$ cat src/rtl/pe_pragmatic_ctrl_pkg.sv
// Shared types for the Pragmatic bit-serial processing element.
// Holds the control state encoding and the accumulator width rule.
package pe_pragmatic_ctrl_pkg;

  typedef enum logic [1:0] {
    S_IDLE    = 2'd0,
    S_FETCH   = 2'd1,
    S_COMPUTE = 2'd2,
    S_DONE    = 2'd3
  } state_t;

  // Worst case: VEC_LENGTH terms of (2^DW-1)*(2^(DW-1)-1), plus a sign bit.
  function automatic int acc_width(input int dw, input int vl);
    return 2 * dw + $clog2(vl) + 1;
  endfunction

endpackage

$ cat src/rtl/pragmatic_shift_add.sv
// Per-cycle partial sum: each valid lane shifts its activation by its essential-bit
// offset, applies the weight sign, and all lanes are summed combinationally.
module pragmatic_shift_add
  import pe_pragmatic_ctrl_pkg::*;
#(
  parameter int DATA_WIDTH = 8,
  parameter int VEC_LENGTH = 8,
  parameter int ACC_WIDTH  = acc_width(DATA_WIDTH, VEC_LENGTH),
  parameter int OFF_W      = $clog2(DATA_WIDTH)
) (
  input  logic [VEC_LENGTH-1:0][DATA_WIDTH-1:0] i_act,
  input  logic [VEC_LENGTH-1:0][OFF_W-1:0]      i_off,
  input  logic [VEC_LENGTH-1:0]                 i_sign,
  input  logic [VEC_LENGTH-1:0]                 i_vld,
  output logic signed [ACC_WIDTH-1:0]           o_psum
);

  localparam int PW = 2 * DATA_WIDTH - 1;

  logic [VEC_LENGTH-1:0][PW-1:0]  w_shift;
  logic signed [ACC_WIDTH-1:0]    w_term [VEC_LENGTH];

  always_comb begin
    w_shift = '0;
    o_psum  = '0;
    for (int i = 0; i < VEC_LENGTH; i++) begin
      w_term[i]  = '0;
      w_shift[i] = PW'(i_act[i]) << i_off[i];
      if (i_vld[i]) begin
        w_term[i] = i_sign[i] ? -$signed(ACC_WIDTH'(w_shift[i]))
                              :  $signed(ACC_WIDTH'(w_shift[i]));
      end
      o_psum = o_psum + w_term[i];
    end
  end

endmodule

$ cat src/rtl/pe_pragmatic_ctrl.sv
// Bit-serial PE: accumulates the signed dot product of one weight vector with a
// latched activation vector, one essential bit per cycle, and hands off via valid/ready.
module pe_pragmatic_ctrl
  import pe_pragmatic_ctrl_pkg::*;
#(
  parameter int DATA_WIDTH = 8,
  parameter int VEC_LENGTH = 8,
  parameter int ACC_WIDTH  = acc_width(DATA_WIDTH, VEC_LENGTH),
  parameter int OFF_W      = $clog2(DATA_WIDTH)
) (
  input  logic                                  clk,
  input  logic                                  reset,
  input  logic [VEC_LENGTH-1:0][DATA_WIDTH-1:0] act_in,
  input  logic                                  act_valid,
  output logic                                  act_ready,
  output logic                                  wen_rf,
  output logic                                  en_comp,
  input  logic [VEC_LENGTH-1:0][OFF_W-1:0]      oneffset,
  input  logic [VEC_LENGTH-1:0]                 sign_oneffset,
  input  logic [VEC_LENGTH-1:0]                 val_oneffset,
  output logic signed [ACC_WIDTH-1:0]           result,
  output logic                                  result_valid,
  input  logic                                  result_ready
);

  localparam int              CNT_W   = $clog2(DATA_WIDTH);
  localparam logic [CNT_W-1:0] CNT_MAX = CNT_W'(DATA_WIDTH - 1);

  state_t                                r_state;
  logic [VEC_LENGTH-1:0][DATA_WIDTH-1:0] r_act;
  logic signed [ACC_WIDTH-1:0]           r_acc;
  logic signed [ACC_WIDTH-1:0]           r_result;
  logic [CNT_W-1:0]                      r_cnt;
  logic                                  r_result_valid;
  logic                                  r_en_comp;

  logic signed [ACC_WIDTH-1:0]           w_psum;
  logic signed [ACC_WIDTH-1:0]           w_acc_next;
  logic                                  w_accept;
  logic                                  w_last;

  pragmatic_shift_add #(
    .DATA_WIDTH (DATA_WIDTH),
    .VEC_LENGTH (VEC_LENGTH),
    .ACC_WIDTH  (ACC_WIDTH),
    .OFF_W      (OFF_W)
  ) u_shift_add (
    .i_act  (r_act),
    .i_off  (oneffset),
    .i_sign (sign_oneffset),
    .i_vld  (val_oneffset),
    .o_psum (w_psum)
  );

  assign act_ready    = (r_state == S_IDLE) | ((r_state == S_DONE) & result_ready);
  assign w_accept     = act_valid & act_ready;
  assign wen_rf       = w_accept;
  assign en_comp      = r_en_comp;
  assign result       = r_result;
  assign result_valid = r_result_valid;
  assign w_acc_next   = r_acc + w_psum;
  // The counter guard only bounds a misbehaving scheduler; normal jobs end on an all-invalid cycle.
  assign w_last       = ~(|val_oneffset) | (r_cnt == CNT_MAX);

  always_ff @(posedge clk or negedge reset) begin
    if (!reset) begin
      r_state        <= S_IDLE;
      r_act          <= '0;
      r_acc          <= '0;
      r_result       <= '0;
      r_cnt          <= '0;
      r_result_valid <= 1'b0;
      r_en_comp      <= 1'b0;
    end else begin
      case (r_state)
        S_IDLE, S_DONE: begin
          if (w_accept) begin
            r_act          <= act_in;
            r_acc          <= '0;
            r_cnt          <= '0;
            r_result_valid <= 1'b0;
            r_en_comp      <= 1'b1;
            r_state        <= S_FETCH;
          end else if ((r_state == S_DONE) && result_ready) begin
            r_result_valid <= 1'b0;
            r_state        <= S_IDLE;
          end
        end
        S_FETCH: begin
          r_state <= S_COMPUTE;
        end
        S_COMPUTE: begin
          r_acc <= w_acc_next;
          r_cnt <= r_cnt + 1'b1;
          if (w_last) begin
            r_result       <= w_acc_next;
            r_result_valid <= 1'b1;
            r_en_comp      <= 1'b0;
            r_state        <= S_DONE;
          end
        end
        default: begin
          r_en_comp <= 1'b0;
          r_state   <= S_IDLE;
        end
      endcase
    end
  end

endmodule
$ cat config.mk
export PLATFORM = sky130hd
export DESIGN_NAME = pe_pragmatic_ctrl
export DESIGN_NICKNAME = d
export VERILOG_FILES = /design/src/rtl/pe_pragmatic_ctrl_pkg.sv /design/src/rtl/pragmatic_shift_add.sv /design/src/rtl/pe_pragmatic_ctrl.sv
export SDC_FILE = /design/constraint.sdc
export NUM_CORES = 1
export LEC_CHECK = 0
export ABC_AREA = 0
export BUFFER_PORTS_ARGS = -buffer_cell sky130_fd_sc_hd__buf_2
export CAP_MARGIN = 10
export CORE_ASPECT_RATIO = 1.75
export CORE_UTILIZATION = 50
export CTS_CLUSTER_DIAMETER = 100
export CTS_CLUSTER_SIZE = 16
export DETAILED_ROUTE_END_ITERATION = 8
export PLACE_DENSITY_LB_ADDON = 0.2
export SLEW_MARGIN = 20
export SYNTH_ARGS = -nofsm -noshare
export SYNTH_HDL_FRONTEND = slang
export SYNTH_SLANG_ARGS = --single-unit
$ cat constraint.sdc
create_clock -name clk -period 8.9 [get_ports clk]
set_input_delay 0.89 -clock clk [delete_from_list [all_inputs] [get_ports clk]]
set_output_delay 0.89 -clock clk [all_outputs]
set_load 0.005 [all_outputs]
== After elaboration in Yosys (flattened, before gate mapping) ==
Cells that the tools add are included.
Storage, ports and cells
  output and inout bits: 24
  logic and storage cells: 93
  input port bits: 108
  register bits: 111
Operators by class
  mux-type cells: 31
  add/sub/neg operators: 17
  reductions and logical operators: 11
  shifts and indexed selects: 8
  equality and inequality tests: 7
  bitwise gates (word level): 5
Operators by type and width (number)
  two-way mux 20 bit: 17
  adder 20 bit: 8
  negation 15 -> 20 bit: 8
  << shifter 8 x 3 -> 15 bit: 8
  case mux 20 bit (2 select lines): 1
  AND reduction 2 bit: 4
  OR reduction 8 bit: 1
  two-way mux 2 bit: 3
  case mux 2 bit (3 select lines): 1
  case mux 3 bit (2 select lines): 1
  AND reduction 3 bit: 2
  two-way mux 1 bit: 5
  == test 2 bit, second input constant: 2
  inequality test 2 bit, second input constant: 2
  case mux 1 bit (2 select lines): 2
  adder 3 x 1 -> 3 bit, second input constant: 1
  == test 3 bit, second input constant: 1
  two-way mux 3 bit: 1
  inequality test 3 bit, second input constant: 1
  bitwise AND 1 bit: 2
  == test 2 x 1 -> 1 bit, second input constant: 1
  zero test 2 bit: 1
  OR 1 bit: 2
  nonzero test 2 bit: 1
  3 further kinds: 3

== Logic depth before layout (Yosys ltp) ==
  depth in word-level cells: 13
  depth in mapped cells: 31
  mapped depth without buffers: 28

== Hierarchy ==
A second synthesis with hierarchy kept.
Second synthesis, totals
  cells, all modules: 1946
  area total of the unflattened synthesis: 16228.1 µm²
Modules (own cells, without submodules)
  pragmatic_shift_add: area each 10804.1 µm², instances 1, cells each 1490
  pe_pragmatic_ctrl: area each 5424.0 µm², instances 1, cells each 456

== Worst setup path after synthesis ==
Ideal clock, no wire load.
  path type: input-to-reg
  from: input oneffset[18] (netlist bit)
  to: register r_result[19], in the netlist result[19]
  arrival: 7.272 ns
  cell stages on the path: 27
  path slack: 1.504 ns
  setup time: 0.125 ns
  path through: buf_2 -> buf_1 -> mux4_2 -> and2_1 -> a31oi_1 -> and4b_1 -> and3_1 -> nand2_1 -> or2_2 -> or3_1 -> and3_1 -> inv_1 -> fa_1 -> fa_1 -> inv_1 -> fa_1 -> inv_1 -> fa_1 -> inv_1 -> ha_1 -> a21oi_1 -> o21a_1 -> o21ba_2 -> a21o_1 -> a21oi_1 -> xor2_1 -> mux2_2
Between the ends
  longest elaborated chain between the ends: 7
RTL lines
  start, declared: line pe_pragmatic_ctrl.sv:18  | input logic [VEC_LENGTH-1:0][OFF_W-1:0] oneffset,
  << shifter 8 x 3 -> 15 bit (*): line pragmatic_shift_add.sv:28  | w_shift[i] = PW'(i_act[i]) << i_off[i];
  negation 15 -> 20 bit: line pragmatic_shift_add.sv:30  | w_term[i] = i_sign[i] ? -$signed(ACC_WIDTH'(w_shift[i]))
  two-way mux 20 bit (*): line pragmatic_shift_add.sv:30
  two-way mux 20 bit (*): line pragmatic_shift_add.sv:29  | if (i_vld[i]) begin
  adder 20 bit (*) (2 in series): line pragmatic_shift_add.sv:33  | o_psum = o_psum + w_term[i];
  adder 20 bit (*): line pe_pragmatic_ctrl.sv:61  | assign w_acc_next = r_acc + w_psum;
  end signal, assigned: line pe_pragmatic_ctrl.sv:96  | r_result <= w_acc_next;
  end, declared: line pe_pragmatic_ctrl.sv:32  | logic signed [ACC_WIDTH-1:0] r_result;
Mark *: on every way between the ends. The rest lies on a longest branch, timed or not.
A chain may end at the register's enable or synchronous reset.

== Worst setup path after layout ==
  from: input oneffset[22] (netlist bit)
  to: register r_result[18], in the netlist result[18]
Between the ends
  longest elaborated chain between the ends: 6
RTL lines (line)
  << shifter 8 x 3 -> 15 bit (*): pragmatic_shift_add.sv:28
  negation 15 -> 20 bit: pragmatic_shift_add.sv:30
  two-way mux 20 bit (*): pragmatic_shift_add.sv:30
  two-way mux 20 bit (*): pragmatic_shift_add.sv:29
  adder 20 bit (*): pragmatic_shift_add.sv:33
  adder 20 bit (*): pe_pragmatic_ctrl.sv:61
Marks and branches as above.

==> metrics.md <==
| Metric | Value |
|---|---|
| Setup repair bufs after CTS | 0 |
| DR iter-0 viols | 608 |
| Least-Margin Pin Slew | 902 ps |
| Final worst path period need | 7620 ps |
| Tcrit/Tclk final | 0.857 |
| Crit. Startpoint | oneffset[22] |
| Placement Cell Area | 0.0161 mm^2 |
| Clk root buf | clkbuf_16 |
| Final WL | roughly 41000 um |
| Final Non-Filler Cells | 2296 |
| Distinct cells, synth | a little over 80 |
| Crit path required time | 9230 ps |
| CP endpoint | result[18] |
| Final HPWL DP | 34100 um |
| Dpl cells | 2279 |
| # DRC | 0 |
| Post-synthesis sequential area ratio | 0.182 |
| Run status | finished, final reports clean |
| GR Overflow Total | 0 |
| Worst slew margin | 0.398 |
| Resized cells post-CTS | 0 |
| Reg-to-reg endpoint | result[18] |
| Layout fillers | 2917 |
| Max Cap Viol | 0 |
| Initial antenna violation count | 1 |
| GP Congestion | 0.927 |
| Fin area | 0.0164 mm^2 |
| Number of global-route vias before repair | 13300 |
| Largest net degree at the start of global routing | 70 |
| Clk sinks | 111 |
| Final Hold Viols | 0 |
| CP Launch Type | primary input |
| Top cell family by delay on the critical path | adder cells |
| Most frequent cells in the layout | inv_1, nand2_1, buf_2, fa_1, o21ai_0 |
| IO Pins | 132 |
| RSZ-0062 raised after global routing | no |
| CP max FO | 23 |
| Cell repeated most along the worst path | fa_1 |
| First-pass DRT Iterations | 5 |
| Arr. time, crit path | 7960 ps |
| TritonCTS clock tree | built |
| Setup TNS | 0 ps |
| Slowest stage delay, CP | 570 ps |
| Post-synth ARST share | 1.00 |
| FF-to-FF Start | r_act[56] |
| Die area | 0.0313 mm^2 |
| Area growth from synthesis to layout | 7.17% |
| Hold buffers post-CTS | 0 |
| Htree depth | 3 |
| IO Port Bufs | between 100 and 150 |
| Fraction of layout cells with a size suffix above 1 | 0.155 |
| Setup violators final | 0 |
| Commonest non-fill, non-tap cell in the layout | inv_1 |
| # nets final | 2173 |
| Die W | between 100 and 150 um |
| Mean Syn Cell Area | 8.24 um^2 |
| Area of the multi-input gates | 0.0112 mm^2 |
| WP buf/inv | 5 |
| Fmax achieved | ~130 MHz |
| Total GRT Usage | 0.280 |
| Core area | between 0.03 and 0.04 mm^2 |
| EDFF count, synth | 0 |
| First-pass GRT wire length | about 68000 um |
| Post-DR wirelength/cell | approximately 18 um |
| Die Y-Extent | 233 um |
| Clk_lat worst skew | 390 ps |
| Slew Limit Fails | 0 |
| Synth Warn # | 0 |
| Yosys reg bits | between 100 and 150 |
| Fin Clk Skew | 10.1 ps |
| Clock buffer depth | 2 |
| Hold/Removal Path Class | reg2reg |
| CP Depth | 27 |
| Worst-path clk slew | 80 ps |
| FF-to-FF setup slack | 1560 ps |
| Dpl ws | around 1000 ps |
| Syn Nets | 2125 |
| Via/cell ratio | 5.64 |
| Post-DRT Antenna Nets | 0 |
| Via count | about 13000 |
| Site Rows | 84 |
| Kind of end point of the critical path | flop |
| Final Worst Setup Slack | 1280 ps |
| Num CTS Buffers | 9 |
| Starting Density | 0.509 |
| CP max-delay cell | or4_1 |
| Synth Instances | 1855 |
| Main synth FF type | dfrtp_1 |
| Cell Area, Synth | approximately 0.015 mm^2 |
| Reg area | 0.00278 mm^2 |
| Critical path class | in2reg |
| FF-to-FF path depth | 26 |
-- through the flow --
| step | hold WS (ps) | utilization |
|---|---|---|
| 2_1_floorplan | 449 | - |
| 3_3_place_gp | 463 | 0.535 |
| 3_5_place_dp | 470 | 0.535 |
| 4_1_cts | 490 | 0.545 |
| 5_1_grt | 514 | 0.545 |
| 6_report | 485 | 0.545 |
-- worst min-delay path by stage --
stage                     cells after the start  slack [ps]       from        end
final                                         2         490   r_acc[3]   r_acc[3]
after global routing                          2         510   r_acc[3]   r_acc[3]
after CTS                                     2         490  r_acc[11]  r_acc[11]
after detailed placement                      2         470   r_acc[3]   r_acc[3]
after global placement                        2         460  r_acc[11]  r_acc[11]
after floorplan                               2         450  r_acc[11]  r_acc[11]
-- logic make-up after synthesis --
family,after synthesis,share of synthesized area
AO/OA/AOI/OAI,388,0.161
XOR/XNOR,103,0.0617
adder cells (fa/ha/maj),162,0.196
buffers and inverters,337,0.0850
flip-flops,111,0.182
multiplexers,179,0.136
AND/OR/NAND/NOR,575,0.179
-- synthesized netlist by cell type (all sizes together) (21+ instances only) --
| cell type | count | area (um^2) |
|---|---|---|
| nand2b | 31 | 194 |
| o21ai | 130 | 651 |
| xor2 | 31 | 272 |
| nor2b | 34 | 213 |
| mux2i | 66 | 668 |
| clkbuf | 78 | 294 |
| dfrtp | 111 | 2780 |
| nor3 | 22 | 110 |
| nand3 | 43 | 215 |
| nor2 | 111 | 417 |
| xnor2 | 69 | 604 |
| fa | 129 | 2580 |
| inv | 232 | 871 |
| and3 | 22 | 138 |
| mux2 | 101 | 1140 |
| a22o | 21 | 193 |
| ha | 33 | 413 |
| a21oi | 90 | 450 |
| nand2 | 227 | 852 |
| buf | 22 | 116 |
-- sequential cells by signal, indices dropped and copies added (netlist names) --
signal / cells
r_cnt: 3
result: 20
r_acc: 20
result_valid: 1
r_state: 2
en_comp: 1
r_act: 64
-- metal layers --
metal / share of wire / vias up / wire [um] / global-route usage
li1: - / 6352 / - / -
met1: 0.38 / 6244 / 15800 / 0.303
met2: 0.53 / 267 / 22000 / 0.521
met3: 0.028 / 93 / 1180 / 0.0297
met4: 0.058 / 2 / 2390 / 0.162
met5: 0.00024 / - / 10 / 0
-- worst register-to-register path: cells and delay by family, from the launching register on --
kind / cells / cell delay [ps]
adders and majority gates: 7 / 2770
and+or+nand+nor: 8 / 1880
AOI/OAI and AO/OA: 7 / 1840
DFF: 1 / 480
buffers and inverters: 4 / 310
-- final cells by class --
class | count | share of cell area
inverters | 237 | 0.0543
repair buffers | 137 | 0.0429
flip-flops and latches | 111 | 0.170
clock inverters | 7 | 0.00489
diodes | 1 | 0.000153
multi-input cells | 1407 | 0.685
clock buffers | 9 | 0.0137
well taps | 387 | 0.0296
Power is left out: the tool's default activity adds up to more than one toggle a clock period on the data nets, which glitch-free logic cannot reach.
